===== src/rtl/jk_bank_writer.sv =====
// jk_bank_writer
// Drives the J/K inputs of an external bank of WIDTH JK flip-flops. A request
// (write a value, or toggle a mask of bits) is turned into one cycle of J/K
// excitation, after which the bank's q feedback is watched until it reaches
// the target value or the check window of TIMEOUT cycles runs out. A single
// cycle response then reports the status and the q value that was observed.
//
// Optional feature macro: JK_DRV_RETRY_EN
//   When defined, the first timeout re-drives the bank once. The second
//   excitation is a plain write toward the stored target, worked out from
//   the q value seen at that moment. rsp_retried flags any response that
//   followed a retry. When not defined, rsp_retried is tied low.
//
// Ports:
//   clk          clock, everything on the rising edge
//   reset        synchronous active-high reset
//   req_valid    request present
//   req_ready    request can be accepted (IDLE only, low during reset)
//   req_op       0 = write req_data, 1 = toggle bits set in req_data
//   req_data     write value or toggle mask
//   q_fb         q outputs of the driven JK bank
//   j, k         registered J/K drive to the bank
//   rsp_valid    one-cycle response pulse
//   rsp_err      timeout status, qualified by rsp_valid
//   rsp_q        q_fb snapshot taken when checking ended, qualified by rsp_valid
//   rsp_retried  a retry happened, qualified by rsp_valid
module jk_bank_writer #(
  parameter int WIDTH   = 4,
  parameter int TIMEOUT = 4
) (
  input  logic             clk,
  input  logic             reset,
  input  logic             req_valid,
  output logic             req_ready,
  input  logic             req_op,
  input  logic [WIDTH-1:0] req_data,
  input  logic [WIDTH-1:0] q_fb,
  output logic [WIDTH-1:0] j,
  output logic [WIDTH-1:0] k,
  output logic             rsp_valid,
  output logic             rsp_err,
  output logic [WIDTH-1:0] rsp_q,
  output logic             rsp_retried
);

  // The timer only has to count 0..TIMEOUT-1, and it never wraps because
  // CHECK leaves as soon as it reaches the last value.
  localparam int TW = (TIMEOUT > 1) ? $clog2(TIMEOUT) : 1;
  localparam logic [TW-1:0] TMAX = TW'(TIMEOUT - 1);

  localparam logic [1:0] ST_IDLE  = 2'd0;
  localparam logic [1:0] ST_DRIVE = 2'd1;
  localparam logic [1:0] ST_CHECK = 2'd2;
  localparam logic [1:0] ST_RESP  = 2'd3;

  logic [1:0]       state_q,     state_d;
  logic [WIDTH-1:0] target_q,    target_d;
  logic [TW-1:0]    timer_q,     timer_d;
  logic [WIDTH-1:0] j_q,         j_d;
  logic [WIDTH-1:0] k_q,         k_d;
  logic             rsp_valid_q, rsp_valid_d;
  logic             rsp_err_q,   rsp_err_d;
  logic [WIDTH-1:0] rsp_q_q,     rsp_q_d;
`ifdef JK_DRV_RETRY_EN
  logic             retried_q,     retried_d;
  logic             rsp_retried_q, rsp_retried_d;
`endif

  assign req_ready = (state_q == ST_IDLE) && !reset;
  assign j         = j_q;
  assign k         = k_q;
  assign rsp_valid = rsp_valid_q;
  assign rsp_err   = rsp_err_q;
  assign rsp_q     = rsp_q_q;
`ifdef JK_DRV_RETRY_EN
  assign rsp_retried = rsp_retried_q;
`else
  assign rsp_retried = 1'b0;
`endif

  // Next-state logic. J/K default to 00 so the bank holds everywhere except
  // the single cycle spent in DRIVE; rsp_valid defaults low so it can only
  // ever be a one-cycle pulse.
  always_comb begin
    state_d     = state_q;
    target_d    = target_q;
    timer_d     = timer_q;
    j_d         = '0;
    k_d         = '0;
    rsp_valid_d = 1'b0;
    rsp_err_d   = rsp_err_q;
    rsp_q_d     = rsp_q_q;
`ifdef JK_DRV_RETRY_EN
    retried_d     = retried_q;
    rsp_retried_d = rsp_retried_q;
`endif

    case (state_q)
      ST_IDLE: begin
        if (req_valid) begin
          state_d = ST_DRIVE;
`ifdef JK_DRV_RETRY_EN
          retried_d = 1'b0;
`endif
          if (req_op) begin
            // Toggle: 11 on every masked bit flips it whatever its value.
            target_d = q_fb ^ req_data;
            j_d      = req_data;
            k_d      = req_data;
          end else begin
            // Write: set bits that must rise, reset bits that must fall,
            // leave bits that are already right at 00.
            target_d = req_data;
            j_d      = req_data & ~q_fb;
            k_d      = ~req_data & q_fb;
          end
        end
      end

      ST_DRIVE: begin
        state_d = ST_CHECK;
        timer_d = '0;
      end

      ST_CHECK: begin
        if (q_fb == target_q) begin
          state_d     = ST_RESP;
          rsp_valid_d = 1'b1;
          rsp_err_d   = 1'b0;
          rsp_q_d     = q_fb;
`ifdef JK_DRV_RETRY_EN
          rsp_retried_d = retried_q;
`endif
        end else if (timer_q == TMAX) begin
`ifdef JK_DRV_RETRY_EN
          if (!retried_q) begin
            // A retry is always a plain write toward the stored target,
            // even for toggle requests, so that it cannot overshoot.
            state_d   = ST_DRIVE;
            retried_d = 1'b1;
            j_d       = target_q & ~q_fb;
            k_d       = ~target_q & q_fb;
          end else begin
            state_d       = ST_RESP;
            rsp_valid_d   = 1'b1;
            rsp_err_d     = 1'b1;
            rsp_q_d       = q_fb;
            rsp_retried_d = 1'b1;
          end
`else
          state_d     = ST_RESP;
          rsp_valid_d = 1'b1;
          rsp_err_d   = 1'b1;
          rsp_q_d     = q_fb;
`endif
        end else begin
          timer_d = timer_q + TW'(1);
        end
      end

      ST_RESP: begin
        state_d = ST_IDLE;
      end

      default: begin
        state_d = ST_IDLE;
      end
    endcase
  end

  // State registers. Reset aborts any request in flight without a response
  // and drops the J/K drive to hold on the same edge.
  always_ff @(posedge clk) begin
    if (reset) begin
      state_q     <= ST_IDLE;
      target_q    <= '0;
      timer_q     <= '0;
      j_q         <= '0;
      k_q         <= '0;
      rsp_valid_q <= 1'b0;
      rsp_err_q   <= 1'b0;
      rsp_q_q     <= '0;
`ifdef JK_DRV_RETRY_EN
      retried_q     <= 1'b0;
      rsp_retried_q <= 1'b0;
`endif
    end else begin
      state_q     <= state_d;
      target_q    <= target_d;
      timer_q     <= timer_d;
      j_q         <= j_d;
      k_q         <= k_d;
      rsp_valid_q <= rsp_valid_d;
      rsp_err_q   <= rsp_err_d;
      rsp_q_q     <= rsp_q_d;
`ifdef JK_DRV_RETRY_EN
      retried_q     <= retried_d;
      rsp_retried_q <= rsp_retried_d;
`endif
    end
  end

endmodule


===== config.mk =====
export PLATFORM = sky130hd
export DESIGN_NAME = jk_bank_writer
export DESIGN_NICKNAME = d
export VERILOG_FILES = /design/src/rtl/jk_bank_writer.sv
export SDC_FILE = /design/constraint.sdc
export NUM_CORES = 1
export LEC_CHECK = 0
export CAP_MARGIN = 10
export CORE_MARGIN = 1
export CORE_UTILIZATION = 30
export DETAILED_ROUTE_END_ITERATION = 8
export PLACE_DENSITY = 0.52
export RECOVER_POWER = 100
export SKIP_LAST_GASP = 1
export SYNTH_ARGS = -nofsm -noshare
export SYNTH_HDL_FRONTEND = slang
export SYNTH_SLANG_ARGS = --single-unit

===== constraint.sdc =====
create_clock -name clk -period 2.01 [get_ports clk]
set_input_delay 0.402 -clock clk [delete_from_list [all_inputs] [get_ports clk]]
set_output_delay 0.402 -clock clk [all_outputs]
set_load 0.1 [all_outputs]

==> Yosys cells after proc, flatten, opt, wreduce, memory -nomap -nowiden <==
Index checks and enable logic that the tools add are counted.
{ "totals": {"regBits": 22, "input_bits": 12, "output_inout_bits": 16} }
{ "op_classes": {"addsub": 1, "n_eq_ne": 9, "muxes": 16, "n_bitwise": 8, "reduce_logical": 11} }
{ "ops": {"columns": ["operator", "count"], "rows": [
  ["4-bit two-way mux", 5],
  ["2-bit two-way mux", 5],
  ["4-bit bitwise AND", 2],
  ["4-bit inverter", 2],
  ["2-bit case mux with 4 select lines", 1],
  ["2-bit equality test, second input constant", 3],
  ["2-bit inequality test, second input constant", 3],
  ["2-bit AND reduction", 3],
  ["4-bit equality test", 1],
  ["1-bit two-way mux", 4],
  ["2-bit case mux with 2 select lines", 1],
  ["2-bit nonzero test", 2],
  ["4-bit XOR", 1],
  ["3-bit inequality test, second input constant", 1],
  ["1-bit inverter", 3],
  ["3-bit AND reduction", 1],
  ["3-bit OR reduction", 1],
  ["2-bit by 1-bit adder with 2-bit output, second input constant", 1],
  ["2-bit by 1-bit equality test with 1-bit output, second input constant", 1],
  ["2-bit zero test", 1],
  ["2-bit OR reduction", 1],
  ["1-bit logical AND", 1],
  ["1-bit zero test", 1]
]} }

==> Longest topological paths before layout <==
{ "depth": {"ltp_word": 4, "mapped_depth": 6, "mapped_depth_nobuf": 6} }

==> Worst setup path before layout <==
Ideal clock, no wire load.
{ "synth_timing": {"kind": "register to register", "startpoint": "reg state_q[0]", "endpoint": "reg j_q[0], in the netlist j[0]", "setup_ns": 0.079, "arrival_time_ns": 2.602, "t_required_ns": 1.931, "setup_slack_ns": -0.671, "stages_incl_launch_ff": 6, "synth_period_minus_slack_ns": 2.681, "path_cell_list": "dfxtp_1 > inv_1 > ha_1 > nor2b_1 > nand2_1 > a21oi_1"} }
{ "synth_between": {"elab_chain_len": 3} }
{ "synth_lines": {"columns": ["element", "line_no", "rtl"], "rows": [
  ["from (decl)", "56", "logic [1:0] state_q, state_d;"],
  ["from (signal assigned)", "188", "state_q <= state_d;"],
  ["2-bit zero test", "98", "case (state_q)"],
  ["1-bit inverter (no line)", null, null],
  ["3-bit OR reduction (no line)", null, null],
  ["to (signal assigned)", "191", "j_q <= j_d;"],
  ["to (decl)", "59", "logic [WIDTH-1:0] j_q, j_d;"]
]} }
No other way between the ends.
A chain may end at the register's enable or synchronous reset.

==> Worst setup path in the final report <==
{ "layout_timing": {"startpoint": "reg state_q[0]", "endpoint": "out req_ready"} }
{ "layout_between": {"elab_chain_len": 2} }
{ "layout_lines": {"columns": ["element", "line_no", "rtl"], "rows": [
  ["2-bit zero test", "69", "assign req_ready = (state_q == ST_IDLE) && !reset;"],
  ["1-bit logical AND", "69", null],
  ["to (decl)", "34", "output logic req_ready,"]
]} }
No other way between the ends.

==> reports/qor.yml <==
timing:
  finClkSkew_ps: 3.93
  holdWs_ps: 480
  tightest_slew_ps: 550
  hold_viol_final: 0
  period_minus_slack_ps: 1810
  period_share: 0.899
  slew-limit-headroom: 0.635
  setup_viol: 0
  rsz0062_at_grt: "false"
  max_freq_mhz: 554
  drv_slew: 0
setup_path:
  r2r_end: "state_q[0]"
  r2r_start: "state_q[0]"
  critPathCapture: "req_ready"
  crit_type: "flip-flop to primary output"
  r2r_cells: 6
  cp-startpoint: "state_q[0]"
  worst-r2r-setup-slack_ps: 480
  end_kind: "primary output"
  cp.required_ps: 1610
  arrival_ps: 1400
  cp-start-kind: "flip-flop"
  path_max_fanout: 5
placed_design:
  place_area_sq_mm: 0.00152
  detailed_place_hpwl_mm: 1.75
  gp_congestion: 0.701
  io_buffers: 26
flow_run:
  drv_cap: 0
finish:
  drive_gt1_frac: 0.186
  final_area_sq_mm: 0.00152
  final_nets: 187
  syn_to_final_growth_pct: 29.0
  antenna_cells: 0
logic_synthesis:
  syn-num-nets: 153
  ys.flop_type: "dfxtp_1"
  yosysTopAreaCell: "dfxtp_1"
  syn_inst: 128
  synth.yosys.seq_area_share: 0.374
  synth_common_cells: "dfxtp_1, a21oi_1, nand2b_1"
  yosys.area.top_type_share: 0.374
  synth_most_common_cell: "dfxtp_1"
  async_flop_share: 0
  yosys_warnings: 0
  ys_ff_latch: 22
  avgSynthCellArea_sq_um: 9.21
  synth.distinct_cells: 28
  syn_area_sq_mm: 0.00118
  yosys-top-cells-area: "dfxtp_1, ha_1, nand2b_1"
  synth-edff-count: 0
route:
  firstDrtPassIters: 3
  wl_per_cell_microns: 10.5
  viasPerCell: 4.48
  route.detailed.drc: 0
  drt_iter0_markers: 32
  via_count: 936
  drt_wl_total_mm: 2.20
  ant_nets: 0
global_routing:
  grt_start_max_net_pins: 20
  grt_pass1_vias: 915
  antenna_found_initial: 0
  grt_pass1_wl_mm: 3.87
  grt_overflow: 0
  grt_usage: 0.121
pwr:
  leakage_uw: 0.000678
  power_uw: 1490
  irDropWorstVdd_mv: 0.772
  powerDensity_mw_per_mm2: 983
die:
  ios: 28
  fp.dieW_microns: 64.7
  initial_core_util: 0.317
  core_area_sq_mm: 0.00372
  dieArea_sq_mm: 0.00418
  die_y_microns: 64.7
  placementRows: 22
clock_tree:
  cts.sinks: 22
  insertion_delay_ps: 260
  cts_tree: "built"
  cts_buffer_depth: 2
  htree_levels: 1
  clkTransAtPathRegs_ps: 80
  cts_hold_buf: 0
  post_cts_resized: 0
  cts_setup_buffers: 0
  cts_root_buf: "clkbuf_8"
  cts_made_buffers: 3
hold_path:
  hp-class: "flip-flop to flip-flop"
outcome:
  run_status: "finished clean"
cell type report:
class | count | area (sq um)
repair buffers | 35 | 248
inverters | 10 | 37.5
clock buffers | 3 | 41.3
fillers | 394 | 2200
flip-flops and latches | 22 | 440
clock inverters | 1 | 30.0
well taps | 48 | 60.1
multi-input cells | 90 | 663
power breakdown:
group	internal, uW	leakage [uW]	switching, uW
sequential	491	0.000179	30.3
combinational	190	0.000463	372
clock	266	0.0000357	145
total	947	0.000678	547
flip-flops by register name, summed over array words and instances (netlist names):
name,flops
rsp_err,1
k,4
state_q,2
rsp_valid,1
j,4
rsp_q,4
timer_q,2
target_q,4
worst min path at each step:
stage / start / to / cells past startpoint
3_5_place_dp: rsp_q[1] / rsp_q[1] / 2
6_report: rsp_q[1] / rsp_q[1] / 2
4_1_cts: timer_q[1] / timer_q[1] / 2
5_1_grt: timer_q[1] / timer_q[1] / 2
3_3_place_gp: timer_q[1] / timer_q[1] / 2
2_1_floorplan: timer_q[1] / timer_q[1] / 2
kinds of logic after synthesis:
kind of cell | count (synthesis) | synth area share
AND/OR/NAND/NOR | 43 | 0.208
AO/OA/AOI/OAI | 23 | 0.130
flip-flops | 22 | 0.374
buffers and inverters | 16 | 0.0605
adder cells (fa/ha/maj) | 13 | 0.138
multiplexers | 6 | 0.0510
XOR/XNOR | 4 | 0.0361
other | 1 | 0.00318
critical path, stage by stage, from the launching register on:
cell	delay (ps)
dfxtp_1	330
inv_1	100
ha_1	250
nor2b_4	170
buf_4	290
through the flow:
step,util,setup slack (ps),cells,TNS (ps)
4_1_cts,0.427,228,209,0
6_report,0.409,204,209,0
2_1_floorplan,-,363,128,0
3_3_place_gp,0.408,7.71,205,0
3_5_place_dp,0.408,-51.1,205,-150
5_1_grt,0.409,93.0,209,0
per-layer routing:
| layer | vias up | global-route usage | routed length (microns) |
|---|---|---|---|
| li1 | 491 | - | - |
| met1 | 424 | 0.139 | 1050 |
| met2 | 19 | 0.208 | 1050 |
| met3 | 2 | 0.0387 | 67 |
| met4 | 0 | 0.0417 | 30 |
| met5 | - | 0 | 0 |
cells in the final DEF (no fill, tap or decap), types with 6 or more instances in the layout:
cell | netlist | routed
dfxtp_1 | 22 | 22
nand2b_1 | 16 | 16
a21oi_1 | 16 | 16
clkbuf_2 | 0 | 14
ha_1 | 13 | 13
inv_1 | 10 | 10
clkdlybuf4s50_1 | 0 | 10
nor2_1 | 7 | 7
buf_4 | 1 | 7
nand2_1 | 6 | 6
mux2i_1 | 6 | 6
Power figures use the tool's default switching activity.
